[src/rtl/johnson_seq_decoder.sv]
// Johnson-code receive checker: decodes to a phase index, validates code and step order, tracks lock and wraps.
// Latency: 1 cycle; every output is a register or a decode of the state register.
// Backpressure: none; code_valid low freezes all state and zeroes the pulse outputs.
module johnson_seq_decoder #(
    parameter int WIDTH      = 4,
    parameter int LOCK_COUNT = 3,
    parameter int WRAP_W     = 8,
    localparam int PW        = $clog2(2*WIDTH)
) (
    input  logic              Clk,
    input  logic              Clr,
    input  logic [WIDTH-1:0]  code_in,
    input  logic              code_valid,
    output logic [PW-1:0]     phase,
    output logic              phase_valid,
    output logic              locked,
    output logic              illegal_code,
    output logic              seq_error,
    output logic              wrap,
    output logic [WRAP_W-1:0] wrap_count
);

    typedef enum logic [1:0] {
        HUNT   = 2'd0,
        VERIFY = 2'd1,
        LOCKED = 2'd2
    } state_t;

    localparam logic [PW:0]   NST    = (PW+1)'(2*WIDTH);
    localparam logic [PW-1:0] LAST   = PW'(2*WIDTH-1);
    localparam logic [PW:0]   LOCK_N = (PW+1)'(LOCK_COUNT);

    state_t              state_q, state_d;
    logic [PW-1:0]       phase_q, phase_d;
    logic [PW:0]         cnt_q, cnt_d;
    logic [WRAP_W-1:0]   wc_q, wc_d;
    logic                ill_q, ill_d;
    logic                serr_q, serr_d;
    logic                wrap_q, wrap_d;

    logic                legal;
    logic                seen;
    logic                multi;
    logic [PW:0]         ones;
    logic [PW-1:0]       dec;
    logic [PW-1:0]       nxt;

    // A Johnson code has at most one 0/1 boundary between adjacent bits.
    // MSB set: index equals the number of ones; MSB clear: index is 2W minus the ones (all-zero is 0).
    always_comb begin
        seen  = 1'b0;
        multi = 1'b0;
        for (int i = 0; i < WIDTH-1; i++) begin
            if (code_in[i] != code_in[i+1]) begin
                if (seen) begin
                    multi = 1'b1;
                end
                seen = 1'b1;
            end
        end
        legal = !multi;

        ones = '0;
        for (int i = 0; i < WIDTH; i++) begin
            ones = ones + (PW+1)'(code_in[i]);
        end

        if (code_in[WIDTH-1]) begin
            dec = ones[PW-1:0];
        end else if (ones == '0) begin
            dec = '0;
        end else begin
            dec = PW'(NST - ones);
        end

        nxt = (phase_q == LAST) ? '0 : phase_q + PW'(1);
    end

    always_comb begin
        state_d = state_q;
        phase_d = phase_q;
        cnt_d   = cnt_q;
        wc_d    = wc_q;
        ill_d   = 1'b0;
        serr_d  = 1'b0;
        wrap_d  = 1'b0;
        if (code_valid) begin
            if (!legal) begin
                ill_d   = 1'b1;
                state_d = HUNT;
                cnt_d   = '0;
            end else begin
                case (state_q)
                    HUNT: begin
                        phase_d = dec;
                        cnt_d   = (PW+1)'(1);
                        state_d = VERIFY;
                    end
                    VERIFY: begin
                        if (dec == nxt) begin
                            phase_d = nxt;
                            cnt_d   = cnt_q + (PW+1)'(1);
                            if (cnt_q + (PW+1)'(1) == LOCK_N) begin
                                state_d = LOCKED;
                            end
                        end else if (dec != phase_q) begin
                            // Re-anchor silently; ordering is only enforced once locked.
                            phase_d = dec;
                            cnt_d   = (PW+1)'(1);
                        end
                    end
                    LOCKED: begin
                        if (dec == nxt) begin
                            phase_d = nxt;
                            if (phase_q == LAST) begin
                                wrap_d = 1'b1;
                                wc_d   = wc_q + WRAP_W'(1);
                            end
                        end else if (dec != phase_q) begin
                            serr_d  = 1'b1;
                            phase_d = dec;
                            cnt_d   = (PW+1)'(1);
                            state_d = VERIFY;
                        end
                    end
                    default: begin
                        state_d = HUNT;
                    end
                endcase
            end
        end
    end

    always_ff @(posedge Clk or negedge Clr) begin
        if (!Clr) begin
            state_q <= HUNT;
            phase_q <= '0;
            cnt_q   <= '0;
            wc_q    <= '0;
            ill_q   <= 1'b0;
            serr_q  <= 1'b0;
            wrap_q  <= 1'b0;
        end else begin
            state_q <= state_d;
            phase_q <= phase_d;
            cnt_q   <= cnt_d;
            wc_q    <= wc_d;
            ill_q   <= ill_d;
            serr_q  <= serr_d;
            wrap_q  <= wrap_d;
        end
    end

    assign phase        = phase_q;
    assign phase_valid  = (state_q != HUNT);
    assign locked       = (state_q == LOCKED);
    assign illegal_code = ill_q;
    assign seq_error    = serr_q;
    assign wrap         = wrap_q;
    assign wrap_count   = wc_q;

endmodule

[config.mk]
export PLATFORM = sky130hd
export DESIGN_NAME = johnson_seq_decoder
export DESIGN_NICKNAME = d
export VERILOG_FILES = /design/src/rtl/johnson_seq_decoder.sv
export SDC_FILE = /design/constraint.sdc
export NUM_CORES = 1
export LEC_CHECK = 0
export ABC_AREA = 1
export CORE_UTILIZATION = 30
export CTS_CLUSTER_SIZE = 28
export DETAILED_ROUTE_END_ITERATION = 16
export GPL_TIMING_DRIVEN = 0
export SYNTH_ARGS = -nofsm -noshare
export SYNTH_HDL_FRONTEND = slang
export SYNTH_SLANG_ARGS = --single-unit
[constraint.sdc]
create_clock -name Clk -period 1.9 [get_ports Clk]
set_clock_uncertainty 0.05 [all_clocks]
set_input_delay 0.38 -clock Clk [delete_from_list [all_inputs] [get_ports Clk]]
set_output_delay 0.38 -clock Clk [all_outputs]
set_load 0.005 [all_outputs]
==> flow_metrics.tcl <==
set metrics [dict create \
    grt-ovfl-total 0 \
    run_status "complete, but fails checks" \
    die_w_um 74.8 \
    grt_max_degree 21 \
    slowest_delay_ns 0.49 \
    yosys-top-cells-area "dfrtp_1 (31%), nand2_1 (14%), ha_1 (11%)" \
    hold_class "flop to flop" \
    rsz0062_at_grt "true" \
    dp_slack_ns -1.54 \
    final_layout_size_suffix_gt1_share_pct 30.5 \
    met1Wirelength_mm 1.65 \
    yosys_warnings 0 \
    drc 0 \
    min_from "wrap_count[4]$_DFFE_PN0P_" \
    crit_chain "buf_6, fa_1, ha_2, ha_4, inv_4, ha_4, o21bai_4, nand2_4, nand2_4, nand2_8, nand2_8, nand2_1, o21ai_4, nand2_1, o21ai_0" \
    syn_to_final_growth_pct 47.4 \
    cp.arrival_ns 2.71 \
    ioPinCount 23 \
    syn-num-nets 225 \
    std_cell_rows 26 \
    antenna_left 0 \
    period_share_pct 135 \
    wl_per_cell_um 11.8 \
    drv_cap 0 \
    top_layer_used "met4" \
    hold_violations 0 \
    antenna_cells 0 \
    wl_mm 3.72 \
    violations "negative setup slack" \
    antenna_found_initial 0 \
    grt_pass1_vias 1407 \
    slew_violations 0 \
    worstSetupPathType "primary input to flop" \
    worstPathMaxFanout 6 \
    globalplace.congestion 0.863 \
    cp_num_buf_inv 2 \
    yosys.area.top_type "dfrtp_1" \
    drt_iter0_drc 59 \
    syn_area_sq_um 1590 \
    power.density_nw_per_um2 1070 \
    yosysUniqueCellTypes 27 \
    start_kind "primary input" \
    final_core_util_pct 45.9 \
    die_h_um 74.8 \
    rrSetupSlack_ns -0.19 \
    cp-startpoint "code_in[0]" \
    drtPass1Iterations 4 \
    dr_wl_met2_mm 1.93 \
    clk_root_buffer_cell "clkbuf_8" \
    cts_max_level 1 \
    period_needed_ns 2.57 \
    hpwl_mm 2.57 \
    irDropWorstVdd_v 0.000357 \
    core-area_sq_um 5110 \
    critPathTopFamily "adder cells" \
    finalInstanceArea_sq_um 2340 \
    clk_latency_ns 0.27 \
    netlist_instances 203 \
    setup_slack_ns -0.667 \
    worst_pin_slew_ns 0.970 \
    die_area_sq_um 5600 \
    instances_no_fill 316 \
    fin_nets 269 \
    slowest_stage "fa_1" \
    clk_path_buf_depth 2 \
    layout_common_cells "nand2_1 (50), inv_1 (24), dfrtp_1 (20)" \
    portBuffers 22 \
    placed_cell_area_sq_um 1940 \
    r2r-start "phase[0]$_DFFE_PN0P_" \
    routed-wl-met3_um 98 \
    synth.avg_cell_area_sq_um 7.83 \
    final_common_cell "nand2_1" \
    fmax_mhz 390 \
    crit_path_end_kind "flop" \
    start_util_pct 31.1 \
    crit_required_ns 2.04 \
    setup_viol 19 \
    yosysSeqAreaShare_pct 31.5 \
    vias_per_cell 4.61 \
    leakagePower_nw 1.13 \
    clk_pin_slew_ns 0.08 \
    dp.cells 295 \
    slew-limit-headroom_pct 35.1 \
    grt.total_usage_pct 14.6 \
    grt_first_pass_wirelength_mm 6.17 \
    clock_sink_count 20 \
    synth_seq_cells 20 \
    vias 1456 \
    cts_tree "built" \
    synth_top_area_share_pct 31.5 \
    cts_buffers 3 \
]
sequential cells by signal (all words and copies together) (netlist names):
name and cells:
cnt_q 4, illegal_code 1, phase 3, seq_error 1
state_q 2, wrap 1, wrap_count 8
synthesized netlist by cell type (all sizes together):
cell and n:
fa 1, nand3 17, xnor2 3, ha 14, o21ai 11, o31ai 1, xor2 6, nand2 70
a21oi 4, nor3 3, dfrtp 20, nor2 12, nor4 2, nand4 4, o21bai 5, inv 30
cell type report:
type                            instances  area [sq um]
Clock buffer                            3          41.3
Inverter                               30           118
Clock inverter                          1          30.0
Multi-Input combinational cell        154          1190
Tap cell                               70          87.6
Sequential cell                        20           500
Timing Repair Buffer                   38           373
Fill cell                             500          2760
metrics by stage:
step	total power [mW]	hold WS, ns	setup TNS, ns
after detailed placement	1.62	0.465	-27.32
after global routing	2.68	0.484	-13.16
after global placement	1.61	0.459	-26.53
after floorplan	1.33	0.0344	-11.60
after CTS	2.37	0.456	-10.76
final	2.50	0.474	-11.63
power by group:
part	leakage, nW	switching, mW	internal (mW)	total [mW]
Combinational	0.840	0.854	0.638	1.49
Clock	0.0357	0.164	0.282	0.446
Sequential	0.255	0.0771	0.482	0.559
final timing paths:
| check | endpoint | depth (start not counted) |
|---|---|---|
| min in group asynchronous | phase[2]$_DFFE_PN0P_ | 1 |
| worst min-delay path | wrap_count[4]$_DFFE_PN0P_ | 1 |
| worst max register to register | cnt_q[0]$_DFFE_PN0P_ | 13 |
| worst max-delay path | phase[2]$_DFFE_PN0P_ | 15 |
| max in group asynchronous | state_q[0]$_DFFE_PN0P_ | 1 |
| worst min register to register | wrap_count[4]$_DFFE_PN0P_ | 1 |
cells by family after synthesis:
group                    share of synthesized area [%]
AO/OA/AOI/OAI                                     8.26
flip-flops                                        31.5
AND/OR/NAND/NOR                                   35.8
buffers and inverters                             7.24
XOR/XNOR                                          4.96
adder cells (fa/ha/maj)                           12.3
timing repair:
| action | 4_1_cts | 5_1_grt |
|---|---|---|
| pin swaps | 21 | 18 |
| hold buffers | 0 | 0 |
| setup buffers | 10 | 6 |
| gates cloned | 1 | 0 |
| endpoints found under the setup margin | 21 | 19 |
| gates resized for setup | 54 | 15 |
metal layers:
metal / global-route usage, % / up-vias
li1: - / 742
met1: 17.5 / 692
met2: 26.3 / 18
met3: 3.21 / 4
met4: 3.77 / 0
met5: 0 / -
Power figures use the tool's default switching activity.
